===== config.mk =====
export PLATFORM = sky130hd
export DESIGN_NAME = ula_iterativa_flat
export DESIGN_NICKNAME = d
export VERILOG_FILES = /design/src/rtl/ula_iterativa_if.sv /design/src/rtl/ula_iterativa.sv /design/src/flat_wrapper.sv
export SDC_FILE = /design/constraint.sdc
export NUM_CORES = 1
export LEC_CHECK = 0
export BUFFER_PORTS_ARGS = -buffer_cell sky130_fd_sc_hd__buf_4
export CAP_MARGIN = 20
export CORE_ASPECT_RATIO = 2
export CORE_MARGIN = 1.5
export CORE_UTILIZATION = 45
export DETAILED_ROUTE_END_ITERATION = 10
export PLACE_DENSITY = 0.66
export SYNTH_ARGS = -nofsm -noshare
export SYNTH_HDL_FRONTEND = slang
export SYNTH_SLANG_ARGS = --single-unit
export TNS_END_PERCENT = 10

===== constraint.sdc =====
create_clock -name clk -period 2.8 [get_ports clk]
set_clock_uncertainty 0.2 [all_clocks]
set_input_delay 0.7 -clock clk [delete_from_list [all_inputs] [get_ports clk]]
set_output_delay 0.7 -clock clk [all_outputs]
set_load 0.005 [all_outputs]

===== src/rtl/ula_iterativa_if.sv =====
// rtl/ula_iterativa_if.sv - start/done handshake, operands and result of the ULA
interface ula_iterativa_if #(
  parameter int WIDTH = 32
);
  logic             start;
  logic [3:0]       ula_select;
  logic [WIDTH-1:0] a;
  logic [WIDTH-1:0] b;
  logic [WIDTH-1:0] result;
  logic             zero;
  logic             done;
  logic             busy;

  modport master (
    output start, ula_select, a, b,
    input  result, zero, done, busy
  );

  modport slave (
    input  start, ula_select, a, b,
    output result, zero, done, busy
  );
endinterface


===== src/rtl/ula_iterativa.sv =====
// rtl/ula_iterativa.sv - RV32I ULA; shifts run SHIFT_STEP bits per cycle.
// ULA_FAST_SHIFT_EN builds a single-cycle barrel shifter instead of the SHIFT state.
module ula_iterativa #(
  parameter int WIDTH      = 32,
  parameter int SHIFT_STEP = 1
) (
  input  logic           clk,
  input  logic           rst,
  ula_iterativa_if.slave bus
);
  localparam logic [3:0] OP_ADD   = 4'b0001;
  localparam logic [3:0] OP_SUB   = 4'b0010;
  localparam logic [3:0] OP_SLL   = 4'b0011;
  localparam logic [3:0] OP_SLT   = 4'b0100;
  localparam logic [3:0] OP_SLTU  = 4'b0101;
  localparam logic [3:0] OP_SRL   = 4'b0110;
  localparam logic [3:0] OP_SRA   = 4'b0111;
  localparam logic [3:0] OP_XOR   = 4'b1000;
  localparam logic [3:0] OP_OR    = 4'b1001;
  localparam logic [3:0] OP_AND   = 4'b1010;
  localparam logic [3:0] OP_LUI   = 4'b1011;
  localparam logic [3:0] OP_AUIPC = 4'b1100;

  logic [4:0]       w_shamt;
  logic [WIDTH-1:0] w_alu;
  logic [WIDTH-1:0] r_result;
  logic             r_done;
  logic             w_busy;

  assign w_shamt = bus.b[4:0];

  always_comb begin
    w_alu = '0;
    case (bus.ula_select)
      OP_ADD:   w_alu = bus.a + bus.b;
      OP_SUB:   w_alu = bus.a - bus.b;
      OP_SLT:   w_alu = {{(WIDTH-1){1'b0}}, ($signed(bus.a) < $signed(bus.b))};
      OP_SLTU:  w_alu = {{(WIDTH-1){1'b0}}, (bus.a < bus.b)};
      OP_XOR:   w_alu = bus.a ^ bus.b;
      OP_OR:    w_alu = bus.a | bus.b;
      OP_AND:   w_alu = bus.a & bus.b;
      OP_LUI:   w_alu = bus.b;
      OP_AUIPC: w_alu = bus.a + bus.b;
`ifdef ULA_FAST_SHIFT_EN
      OP_SLL:   w_alu = bus.a << w_shamt;
      OP_SRL:   w_alu = bus.a >> w_shamt;
      OP_SRA:   w_alu = $signed(bus.a) >>> w_shamt;
`else
      // Only reached with shamt=0; nonzero shifts go through the SHIFT state
      OP_SLL, OP_SRL, OP_SRA: w_alu = bus.a;
`endif
      default:  w_alu = '0;
    endcase
  end

`ifdef ULA_FAST_SHIFT_EN
  assign w_busy = 1'b0;

  always_ff @(posedge clk or posedge rst) begin
    if (rst) begin
      r_result <= '0;
      r_done   <= 1'b0;
    end else begin
      r_done <= bus.start;
      if (bus.start) r_result <= w_alu;
    end
  end
`else
  typedef enum logic {S_IDLE, S_SHIFT} state_t;

  localparam logic [5:0] STEP = 6'(SHIFT_STEP);

  state_t             r_state;
  state_t             w_next;
  logic [WIDTH-1:0]   r_shreg;
  logic [5:0]         r_cnt;
  logic [3:0]         r_op;
  logic               r_sign;
  logic               w_is_shift;
  logic               w_accept;
  logic               w_launch;
  logic               w_last;
  logic [5:0]         w_step;
  logic [2*WIDTH-1:0] w_ext;
  logic [WIDTH-1:0]   w_shifted;

  assign w_is_shift = (bus.ula_select == OP_SLL) || (bus.ula_select == OP_SRL) ||
                      (bus.ula_select == OP_SRA);
  assign w_accept   = bus.start && (r_state == S_IDLE);
  assign w_launch   = w_accept && w_is_shift && (w_shamt != 5'd0);
  assign w_step     = (r_cnt < STEP) ? r_cnt : STEP;
  assign w_last     = (r_state == S_SHIFT) && (r_cnt == w_step);
  // Sign-extended copy so SRA fills with the captured sign, not the live operand
  assign w_ext      = {{WIDTH{r_sign}}, r_shreg} >> w_step;
  assign w_busy     = (r_state == S_SHIFT);

  always_comb begin
    w_shifted = w_ext[WIDTH-1:0];
    case (r_op)
      OP_SLL:  w_shifted = r_shreg << w_step;
      OP_SRL:  w_shifted = r_shreg >> w_step;
      default: w_shifted = w_ext[WIDTH-1:0];
    endcase
  end

  always_ff @(posedge clk or posedge rst) begin
    if (rst) r_state <= S_IDLE;
    else     r_state <= w_next;
  end

  always_comb begin
    w_next = r_state;
    case (r_state)
      S_IDLE:  if (w_launch) w_next = S_SHIFT;
      S_SHIFT: if (w_last)   w_next = S_IDLE;
      default: w_next = S_IDLE;
    endcase
  end

  always_ff @(posedge clk or posedge rst) begin
    if (rst) begin
      r_result <= '0;
      r_done   <= 1'b0;
      r_shreg  <= '0;
      r_cnt    <= '0;
      r_op     <= '0;
      r_sign   <= 1'b0;
    end else begin
      r_done <= 1'b0;
      if (w_accept) begin
        if (w_launch) begin
          r_shreg <= bus.a;
          r_cnt   <= {1'b0, w_shamt};
          r_op    <= bus.ula_select;
          r_sign  <= bus.a[WIDTH-1];
        end else begin
          r_result <= w_alu;
          r_done   <= 1'b1;
        end
      end else if (r_state == S_SHIFT) begin
        r_shreg <= w_shifted;
        r_cnt   <= r_cnt - w_step;
        if (w_last) begin
          r_result <= w_shifted;
          r_done   <= 1'b1;
        end
      end
    end
  end
`endif

  always_comb begin
    bus.result = r_result;
    bus.zero   = (r_result == '0);
    bus.done   = r_done;
    bus.busy   = w_busy;
  end
endmodule


===== src/flat_wrapper.sv =====
// flat-port wrapper written by rule: the top's interface ports become plain ports
module ula_iterativa_flat 
#(
  parameter int WIDTH      = 32,
  parameter int SHIFT_STEP = 1
)
  (clk, rst, bus_start, bus_ula_select, bus_a, bus_b, bus_result, bus_zero, bus_done, bus_busy);
  ula_iterativa_if #(.WIDTH(WIDTH)) bus_i ();
  input  logic clk;
  input  logic rst;
  input wire logic [$bits(bus_i.start)-1:0] bus_start;
  input wire logic [$bits(bus_i.ula_select)-1:0] bus_ula_select;
  input wire logic [$bits(bus_i.a)-1:0] bus_a;
  input wire logic [$bits(bus_i.b)-1:0] bus_b;
  output wire logic [$bits(bus_i.result)-1:0] bus_result;
  output wire logic [$bits(bus_i.zero)-1:0] bus_zero;
  output wire logic [$bits(bus_i.done)-1:0] bus_done;
  output wire logic [$bits(bus_i.busy)-1:0] bus_busy;
  assign bus_i.start = bus_start;
  assign bus_i.ula_select = bus_ula_select;
  assign bus_i.a = bus_a;
  assign bus_i.b = bus_b;
  assign bus_result = bus_i.result;
  assign bus_zero = bus_i.zero;
  assign bus_done = bus_i.done;
  assign bus_busy = bus_i.busy;
  ula_iterativa #(.WIDTH(WIDTH), .SHIFT_STEP(SHIFT_STEP)) u_core (.clk(clk), .rst(rst), .bus(bus_i));
endmodule

# Word-level counts from Yosys, hierarchy flattened
# Index checks and enable logic that the tools add are counted.
dict set report totals {
  regBits 77
  inputBits 71
  output_inout_bits 35
  elab_cells 72
}
dict set report op_classes {
  add_sub_neg 3
  magnitude_cmp 3
  eq_ne 17
  n_shift 3
  mux 20
  bitwise_logic 4
  n_reduce_logical 15
}
# cell count
set ops {}
lappend ops {{32-bit case mux with 9 select lines} 1}
lappend ops {{32-bit 2-to-1 mux} 7}
lappend ops {{32-bit less-than comparator} 2}
lappend ops {{32-bit case mux with 2 select lines} 1}
lappend ops {{64-bit by 6-bit >> shifter with 32-bit output} 1}
lappend ops {{32-bit adder} 1}
lappend ops {{32-bit bitwise AND} 1}
lappend ops {{32-bit logical NOT} 1}
lappend ops {{32-bit OR} 1}
lappend ops {{32-bit by 6-bit left shift with 32-bit output} 1}
lappend ops {{32-bit by 6-bit >> shifter with 32-bit output} 1}
lappend ops {{32-bit subtractor} 1}
lappend ops {{32-bit XOR} 1}
lappend ops {{6-bit 2-to-1 mux} 4}
lappend ops {{4-bit by 3-bit == test with 1-bit output, second input constant} 5}
lappend ops {{4-bit == test, second input constant} 5}
lappend ops {{4-bit by 2-bit == test with 1-bit output, second input constant} 3}
lappend ops {{6-bit == test} 1}
lappend ops {{6-bit by 1-bit less-than comparator with 1-bit output, second input constant} 1}
lappend ops {{1-bit 2-to-1 mux} 6}
lappend ops {{6-bit subtractor} 1}
lappend ops {{5-bit nonzero test} 1}
lappend ops {{4-bit by 1-bit == test with 1-bit output, second input constant} 1}
lappend ops {{1-bit logical AND} 4}
lappend ops {{other kinds (9)} 13}

# Logic depth before layout (Yosys ltp)
# Gate-level depths: netlist (run 1).
dict set report depth {
  depth_word 7
  mapped_depth 13
  ltp_nobuf 13
}

# Worst setup path before layout (run 1)
# OpenSTA, ideal clock, no wires.
dict set report synth_path {
  path_kind {input to register}
  from {in bus_b[16]}
  to {reg u_core.r_result[29], in the netlist u_core.bus.result[29]}
  setup_time_ns 0.077
  t_arrival_ns 3.333
  required_time_ns 2.523
  slack_ns -0.810
  path_stages 11
  path_cell_list {inv_1 ha_1 nor4_4 nand3b_1 or4b_4 a2111oi_4 or4b_4 and2_4 a31oi_1 or4_1 a21oi_1}
}
dict set report synth_between {
  elab_chain_cells 4
  word_cells_on_any_way 5
}
# element line
set synth_rtl {}
lappend synth_rtl {{start: declaration} flat_wrapper.sv:14} ;# input wire logic [$bits(bus_i.b)-1:0] bus_b;
lappend synth_rtl {{32-bit adder / 32-bit subtractor (equally long branches)} {ula_iterativa.sv:35, ula_iterativa.sv:43, ula_iterativa.sv:36}}
lappend synth_rtl {{32-bit case mux with 9 select lines (*)} ula_iterativa.sv:34} ;# case (bus.ula_select)
lappend synth_rtl {{32-bit 2-to-1 mux (*)} ula_iterativa.sv:131} ;# if (w_launch) begin
lappend synth_rtl {{32-bit 2-to-1 mux (*)} ula_iterativa.sv:130} ;# if (w_accept) begin
lappend synth_rtl {{end signal: assignment} ula_iterativa.sv:137} ;# r_result <= w_alu;
lappend synth_rtl {{end signal: assignment} ula_iterativa.sv:144} ;# r_result <= w_shifted;
lappend synth_rtl {{end: declaration} ula_iterativa.sv:26} ;# logic [WIDTH-1:0] r_result;
# Mark *: on every way between the ends. The rest lies on a longest branch, timed or not. The select of a mux whose other input is x is not followed.
# A chain may end at the register's enable or synchronous reset.

# Worst setup path in the final report (run 1)
# Ends and elaborated chain as after synthesis.

==> results of run 1 <==
-- metal layers --
metal	vias to the layer above	track usage (%)
met4	0	29.38
li1	5624	-
met3	218	4.711
met1	5959	42.40
met5	-	0
met2	657	68.22
-- layout by cell type, fill, tap and decap left out, types with 11 or more instances in the layout --
cell type and count:
a31oi_1 25, nor4_1 15, nor3_1 16, a221oi_1 12, dfrtp_1 77, nor2_1 148
o211ai_1 23, a21o_1 24, o22ai_1 39, a211oi_1 31, mux2i_1 75, ha_1 81
nand2_1 74, nand3_1 19, o21ai_0 41, buf_4 457, ha_4 13, nand2b_1 22
inv_2 11, inv_1 81, a21oi_1 135
-- state kept, by name, indices dropped and copies added, names as in the netlist --
name,flops
u_core.bus.busy,1
u_core.bus.done,1
u_core.bus.result,32
u_core.r_cnt,6
u_core.r_op,4
u_core.r_shreg,32
u_core.r_sign,1
-- cells by family (layout without fill, tap and decap cells) --
logic type	after synthesis	count (layout)	synth area share, %
DFF	77	77	19.71
muxes	80	80	8.243
AOI/OAI and AO/OA	492	492	33.70
and+or+nand+nor	366	366	17.73
xor gates and xnor gates	6	6	0.5376
buffers and inverters	188	580	7.257
adders and majority gates	99	99	12.82
-- power by group through the flow --
stage / combinational (mW) / clock [mW] / sequential [mW]
6_report: 5.45 / 1.21 / 2.28
5_1_grt: 5.89 / 1.26 / 2.32
4_1_cts: 5.28 / 1.22 / 2.26
3_5_place_dp: 5.16 / 0 / 2.27
3_3_place_gp: 5.08 / 0 / 2.26
2_1_floorplan: 2.95 / 0 / 2.07
-- how the worst min path moves through the flow --
| stage | start | endpoint | depth (start not counted) |
|---|---|---|---|
| 6_report | rst | u_core.r_shreg[26] | 3 |
| 2_1_floorplan | u_core.r_op[1] | u_core.r_op[1] | 1 |
| 3_3_place_gp | u_core.r_op[1] | u_core.r_op[1] | 1 |
| 4_1_cts | rst | u_core.r_shreg[25] | 3 |
| 3_5_place_dp | u_core.r_op[1] | u_core.r_op[1] | 1 |
| 5_1_grt | rst | u_core.r_shreg[22] | 3 |
-- metrics by stage --
stage               setup WS (ns)  instances  hold WS (ns)  cell area [sq um]  power, mW
floorplan                 -0.5640       1308        0.2258               9952      5.026
global placement           -1.007       1954        0.2434              13550      7.338
detailed placement         -1.022       1954        0.2538              13550      7.430
CTS                       -0.6088       1971        0.2500              14140      8.749
global route              -0.7086       1973        0.2547              14320      9.464
finish                    -0.6577       1973        0.2140              14320      8.944
-- layout make-up --
cell class / instances / area [sq um] / share of cell area, %
Multi-Input combinational cell: 1043 / 7755 / 54.15
Inverter: 95 / 372.9 / 2.604
Clock inverter: 5 / 60.06 / 0.4194
Timing Repair Buffer: 469 / 3631 / 25.36
Tap cell: 273 / 341.6 / 2.385
Sequential cell: 77 / 1927 / 13.46
Clock buffer: 11 / 232.7 / 1.625
-- worst max-delay path, cell delays in order --
cell	delay, ns
buf_4	0.12
inv_4	0.06
ha_4	0.20
nor4_4	0.29
nand3b_1	0.18
or4b_4	0.53
a21oi_1	0.29
buf_4	0.18
or4b_4	0.12
and2_4	0.17
a31oi_4	0.08
or4_4	0.48
a21oi_2	0.14
-- repair_timing --
action                     CTS  global route
setup endpoints to repair   27            28
buffers inserted             1             2
gates resized for setup     67            32
pin swaps                   23            16
==> reports/results.ini, run 1 <==
[grt]
grt_overflow = 0
grt_max_degree = 78
grt_antenna_before_repair = 0
grt_pass1_vias = 12450
grtUsageTotal_pct = 39.10
grt_pass1_wl_mm = 67.46

[power]
powerDensity_nw_per_um2 = 624.5
clockPowerShare_pct = 13.6
irDropWorstVdd_uv = 580.0
p_switching_mw = 4.072
power.leakage_nw = 6.699
p_comb_share_pct = 60.9
seqPwrFrac_pct = 25.5
internal-power_mw = 4.871
power.share.switching_pct = 45.54

[logic_synthesis]
avgSynthCellArea_sq_um = 7.474
ys_types = 74
netlist_area_sq_um = 9776
ys_ff_latch = 77
ys_top_cells_by_area = dfrtp_1 (20%), ha_1 (12%), mux2i_1 (7.8%), a21oi_1 (7.5%), nor2_1 (5.8%)
synth_top_area_cell = dfrtp_1
async_reset_ff_share_pct = 100.0
synthTopCellsByCount = nor2_1 (150), a21oi_1 (146), ha_1 (97), inv_1 (94), clkbuf_1 (81)
synth-edff-count = 0
yosys_warnings = 0
yosysSeqAreaShare_pct = 19.71
synth_fp_nets = 1478
ys.flop_type = dfrtp_1
synth.most_common_cell = nor2_1
synth_cells = 1308
synth_top_area_share_pct = 19.71

[finish]
fin_nets = 1865
drive_above_1_share_pct = 35.35
area_growth_pct = 46.49
final_util_pct = 66.93
nFillCells = 1884
n_antenna_cell = 0

[run_status]
violations = setup timing
status = complete, but fails checks

[floorplanning]
die_h_um = 211.4
core_area_sq_um = 21400
initial_core_util_pct = 45.69
std_cell_rows = 76
ios = 106
die_w_um = 107.2
dieArea_sq_um = 22670

[worst_setup_path]
endpoint_kind = flip-flop
crit_end = u_core.bus.result[29]
reg2reg_slack_ns = -0.04
critPathKind = in2reg
cp-start-kind = input port
r2r-start = u_core.r_cnt[3]
r2r_end = u_core.bus.result[0]
worstPathRequired_ns = 2.89
worstPathArrival_ns = 3.55
crit_fanout = 4
reg2reg_depth = 11
worstSetupStartpoint = bus_b[16]

[route]
drt-initial-drc-count = 1010
viasPerCell = 6.314
drt_wl_total_mm = 44.48
remaining_drc_errors = 0
drt-wirelength-per-cell_um = 22.54
routed-wl-met2_mm = 22.08
dr.pass1.iters = 7
wl_met1_mm = 15.85
ant_nets = 0
vias = 12460
routed.top_layer = met4
wl_met3_mm = 2.795

[timing]
period_needed_ns = 3.458
setup_viol = 26
slew_headroom_pct = 53.92
timing.fmax_ghz = 0.2892
worstMarginPinSlew_ns = 0.6850
tns_ns = -8.301
finalMaxSlewViolations = 0
fin_crit_sh_pct = 123.5
grt_setup_unrepaired = yes
postLayoutSetupSlackWorst_ns = -0.6577
hold_viol = 0

[place]
post-dp-hpwl_mm = 35.78
portBuffers = 105
gp_congestion = 1.024

[cts]
cts.clk_slew.worst_paths_ns = 0.07
cts_sinks = 77
cts_buffers = 9
clock_latency_ns = 0.35
clockBufferDepth = 2
cts-hold-fix-buffers = 0
ctsHtreeMaxLevel = 3
tritoncts = yes
cts-root-buf = clkbuf_16

[min_path]
hold_class = in2async

[flow_run]
max_cap_viol_count = 0

(Power assumes the default switching activity.)
==> run 2: changes to the inputs <==
- CORE_ASPECT_RATIO: 2 -> 0.9
- SKIP_LAST_GASP: not set -> 1
==> reports/results.ini, run 2 (same netlist as run 1, synthesis figures left out) <==
[cts]
tritoncts = yes
ctsHtreeMaxLevel = 3
cts_sinks = 77
cts_buffers = 9
cts-root-buf = clkbuf_16
clock_latency_ns = 0.35
clockBufferDepth = 2
cts-hold-fix-buffers = 0
cts.clk_slew.worst_paths_ns = 0.07

[route]
vias = 12260
drt-wirelength-per-cell_um = 21.91
drt_wl_total_mm = 43.92
ant_nets = 0
dr.pass1.iters = 6
remaining_drc_errors = 0
drt-initial-drc-count = 1280
viasPerCell = 6.112

[timing]
worstMarginPinSlew_ns = 0.7820
hold_ws_ns = 0.1849
fin_crit_sh_pct = 124.4
period_needed_ns = 3.484
grt_setup_unrepaired = yes
finalMaxSlewViolations = 0
timing.fmax_ghz = 0.2870
slew_headroom_pct = 47.81
postLayoutSetupSlackWorst_ns = -0.6841
setup_viol = 28
tns_ns = -13.85
hold_viol = 0

[grt]
grtUsageTotal_pct = 39.02
grt_antenna_before_repair = 0
grt_pass1_wl_mm = 66.87
grt_pass1_vias = 11920
grt_overflow = 0
grt_max_degree = 60

[finish]
layout_common_cells = buf_4 (471), nor2_1 (148), a21oi_1 (144)
regArea_sq_um = 1927
nFillCells = 1831
final_area_sq_um = 14290
multi_input_area_sq_um = 7456
fin_nets = 1884
drive_above_1_share_pct = 33.57
layout_commonest_cell = buf_4
area_growth_pct = 46.22
n_antenna_cell = 0

[flow_run]
max_cap_viol_count = 0

[worst_setup_path]
cp_slowest_stage_delay_ns = 0.59
critical-path-slowest-cell = or4b_4
crit_fanout = 8
crit_family = compound AO/OA/AOI/OAI gates
cp_cell_sequence = buf_4, inv_1, ha_1, buf_4, inv_1, a221o_1, o21ai_2, a2111oi_4, or4b_4, and2_4, buf_4, o21ai_0, buf_4, nor3_1, a21oi_1
critPathKind = in2reg
worstPathRequired_ns = 2.87
endpoint_kind = flip-flop
cpMostUsedCell = buf_4
worstPathArrival_ns = 3.55
path_buf_inv = 6
cp-start-kind = input port

[place]
portBuffers = 105
gp_congestion = 0.9690
dpl-instance-area_sq_um = 13760
post-dp-hpwl_mm = 35.24

[power]
irDropWorstVdd_uv = 478.5
powerDensity_nw_per_um2 = 630.8
power.leakage_nw = 6.814

[min_path]
hold_class = in2async

[floorplanning]
dieArea_sq_um = 22620
initial_core_util_pct = 46.37
std_cell_rows = 50
die_h_um = 142.8
core_area_sq_um = 21080
die_w_um = 158.4
ios = 106

[run_status]
violations = setup timing
status = complete, but fails checks

run 2: per-stage QoR:
step,std cells,worst slack [ns],power [mW],util (%)
4_1_cts,2003,-0.6322,8.850,67.02
3_5_place_dp,1985,-1.016,7.431,65.27
2_1_floorplan,1308,-0.5640,5.026,-
6_report,2005,-0.6841,9.017,67.80
5_1_grt,2005,-0.8303,9.536,67.80
3_3_place_gp,1985,-0.9580,7.331,65.27
run 2: layout make-up:
cell class	count	area share, %
inverters	95	2.661
multi-input cells	1043	52.16
well taps	286	2.504
clock inverters	6	0.7791
flip-flops and latches	77	13.48
repair buffers	488	26.81
clock buffers	10	1.602
run 2: repair_timing:
action                     CTS  global route
setup endpoints to repair   29            29
resized for setup            7            32
pin swaps                    0            14
buffers inserted             2             2
run 2: final timing paths:
path	startpoint	end	slack (ns)	cells after the start
setup / recovery	bus_b[4]	u_core.bus.result[23]	-0.68	15
hold / removal	rst	u_core.bus.result[1]	0.18	2
setup reg to reg	u_core.r_cnt[3]	u_core.bus.result[14]	-0.07	11
hold reg to reg	u_core.r_op[1]	u_core.r_op[1]	0.27	1
max in group asynchronous	rst	u_core.r_op[1]	1.58	3
min in group clk	u_core.r_op[1]	u_core.r_op[1]	0.27	1
run 2: per-layer routing:
layer | track usage [%] | routed length (um) | vias to the layer above | part of all wire [%]
met1 | 50.07 | 18060 | 5859 | 41
met5 | 0 | 0 | - | 0
met4 | 17.27 | 1953 | 0 | 4.4
li1 | - | - | 5680 | -
met3 | 5.736 | 3398 | 107 | 7.7
met2 | 64.79 | 20510 | 609 | 47
run 2: worst register-to-register path: cells and delay by family (launching register included):
kind	cells	cell delay (ns)
adders and majority gates	1	0.18
and+or+nand+nor	3	0.84
DFF	1	0.39
buffers and inverters	3	0.55
AOI/OAI and AO/OA	4	0.61
run 2: power breakdown:
group          total [mW]  switching [mW]  internal, mW  leakage [nW]
registers            2.33           0.683          1.65         0.898
clock network        1.39           0.520         0.873         0.163
logic                5.29            2.79          2.50          5.75
total                9.02            3.99          5.02          6.81
==> run 3: changes to the inputs <==
- CELL_PAD_IN_SITES_DETAIL_PLACEMENT: not set -> 1
- CELL_PAD_IN_SITES_GLOBAL_PLACEMENT: not set -> 1
- CORE_UTILIZATION: 45 -> 41
- PLACE_DENSITY: 0.66 -> not set
- PLACE_DENSITY_LB_ADDON: not set -> 0.1
- clock period: 2.8 -> 3.15 ns (I/O delays scaled with it)
==> reports/results.ini, run 3 (same netlist as run 1, synthesis figures left out) <==
[run_status]
status = complete, but fails checks
violations = setup timing

[timing]
finalMaxSlewViolations = 0
worstMarginPinSlew_ns = 0.6308
slew_headroom_pct = 57.56
hold_viol = 0
timing.fmax_ghz = 0.2799
fin_crit_sh_pct = 113.4
period_needed_ns = 3.573
tns_ns = -7.111
setup_viol = 25
grt_setup_unrepaired = yes
postLayoutSetupSlackWorst_ns = -0.4231

[cts]
clockBufferDepth = 2
cts_sinks = 77
cts.clk_slew.worst_paths_ns = 0.07
clock_latency_ns = 0.34
cts-root-buf = clkbuf_16
cts-hold-fix-buffers = 0
tritoncts = yes
ctsHtreeMaxLevel = 3
cts_buffers = 9

[finish]
final_util_pct = 58.20
layout_common_cells = buf_4 (403), nor2_1 (148), a21oi_1 (142)
fin_nets = 1808
area_growth_pct = 39.37
drive_above_1_share_pct = 30.01
nFillCells = 2941
layout_commonest_cell = buf_4
n_antenna_cell = 0

[power]
irDropWorstVdd_uv = 347.5
p_comb_share_pct = 57.5
power.share.switching_pct = 46.28
seqPwrFrac_pct = 26.7
clockPowerShare_pct = 15.8
power.leakage_nw = 6.401
internal-power_mw = 4.290
p_switching_mw = 3.696
powerDensity_nw_per_um2 = 586.2

[grt]
grtUsageTotal_pct = 38.80
grt_overflow = 0
grt_pass1_wl_mm = 74.61
grt_pass1_vias = 12860
grt_max_degree = 46
grt_antenna_before_repair = 0

[route]
dr.pass1.iters = 6
viasPerCell = 6.293
vias = 12240
drt-initial-drc-count = 972
wl_met1_mm = 19.79
ant_nets = 0
drt-wirelength-per-cell_um = 25.00
drt_wl_total_mm = 48.62
routed-wl-met2_mm = 22.88
wl_met3_mm = 2.742
routed.top_layer = met4
remaining_drc_errors = 0

[floorplanning]
die_h_um = 149.5
initial_core_util_pct = 41.76
dieArea_sq_um = 24780
std_cell_rows = 53
die_w_um = 165.8
ios = 106
core_area_sq_um = 23410

[min_path]
min_from = u_core.r_op[1]
hold_class = reg2reg

[worst_setup_path]
critical-path-slowest-cell = or4_4
cp_slowest_stage_delay_ns = 0.53
worstSetupStartpoint = bus_a[0]
crit_fanout = 3
worstPathRequired_ns = 3.17
worstPathArrival_ns = 3.59
cpMostUsedCell = or4_4
cp-start-kind = input port
endpoint_kind = flip-flop
r2r-start = u_core.r_cnt[3]
critPathKind = in2reg
cp_cell_sequence = buf_4, buf_12, inv_12, ha_4, inv_2, fa_2, nand2b_1, a221oi_2, or4_4, a2111oi_4, or4_4, a21oi_1, o21a_1, o31ai_1, a31oi_1

[place]
gp_congestion = 0.9897
post-dp-hpwl_mm = 38.17
portBuffers = 105

[flow_run]
max_cap_viol_count = 0

[run 3: final timing paths]
check / endpoint / slack, ns / cells after the start
min in group asynchronous: u_core.r_cnt[3] / 0.28 / 3
worst max-delay path: u_core.bus.result[20] / -0.42 / 15
worst max register to register: u_core.bus.result[0] / -0.04 / 10
worst min register to register: u_core.r_op[1] / 0.27 / 1
worst min-delay path: u_core.r_op[1] / 0.27 / 1
max in group asynchronous: u_core.r_shreg[16] / 2.05 / 3
[run 3: per-layer routing]
layer / track usage, % / vias to the layer above
met3: 4.337 / 157
met1: 47.60 / 6067
met5: 0 / -
li1: - / 5501
met2: 65.90 / 514
met4: 23.47 / 0
[run 3: timing repair]
action                                  in CTS  in global routing
endpoints found under the setup margin      26                 26
gates resized for setup                     18                  4
buffers inserted                             2                  0
pin swaps                                   11                  1
[run 3: power by group through the flow]
| stage | Clock, mW | Sequential [mW] | Combinational, mW |
|---|---|---|---|
| 6_report | 1.27 | 2.13 | 4.59 |
| 5_1_grt | 1.30 | 2.17 | 4.96 |
| 4_1_cts | 1.28 | 2.09 | 4.53 |
| 3_5_place_dp | 0 | 2.10 | 4.43 |
| 3_3_place_gp | 0 | 2.08 | 4.28 |
| 2_1_floorplan | 0 | 1.84 | 2.62 |
[run 3: area by class of cell]
class                   count  area, sq um  share of cell area (%)
repair buffers            412         3206                   23.53
multi-input cells        1043         7396                   54.28
well taps                 302        377.9                   2.773
inverters                  95        372.9                   2.737
flip-flops and latches     77         1927                   14.14
clock inverters             7        120.1                  0.8816
clock buffers               9        225.2                   1.653
[run 3: metrics by stage]
step	instances	cell area, sq um	worst slack (ns)	hold WS, ns	power [mW]
2_1_floorplan	1308	9922	-0.3289	0.2258	4.460
3_3_place_gp	1927	13170	-0.8089	0.2434	6.363
3_5_place_dp	1927	13170	-0.9371	0.2538	6.526
4_1_cts	1945	13600	-0.3979	0.2746	7.900
5_1_grt	1945	13620	-0.5564	0.3062	8.436
6_report	1945	13620	-0.4231	0.2708	7.986
[run 3: worst max-delay path: cells and delay by family]
family | cells | cell delay (ns)
compound gates | 6 | 1.12
fa+ha+maj | 2 | 0.46
buf+inv | 4 | 0.33
simple gates | 3 | 0.87
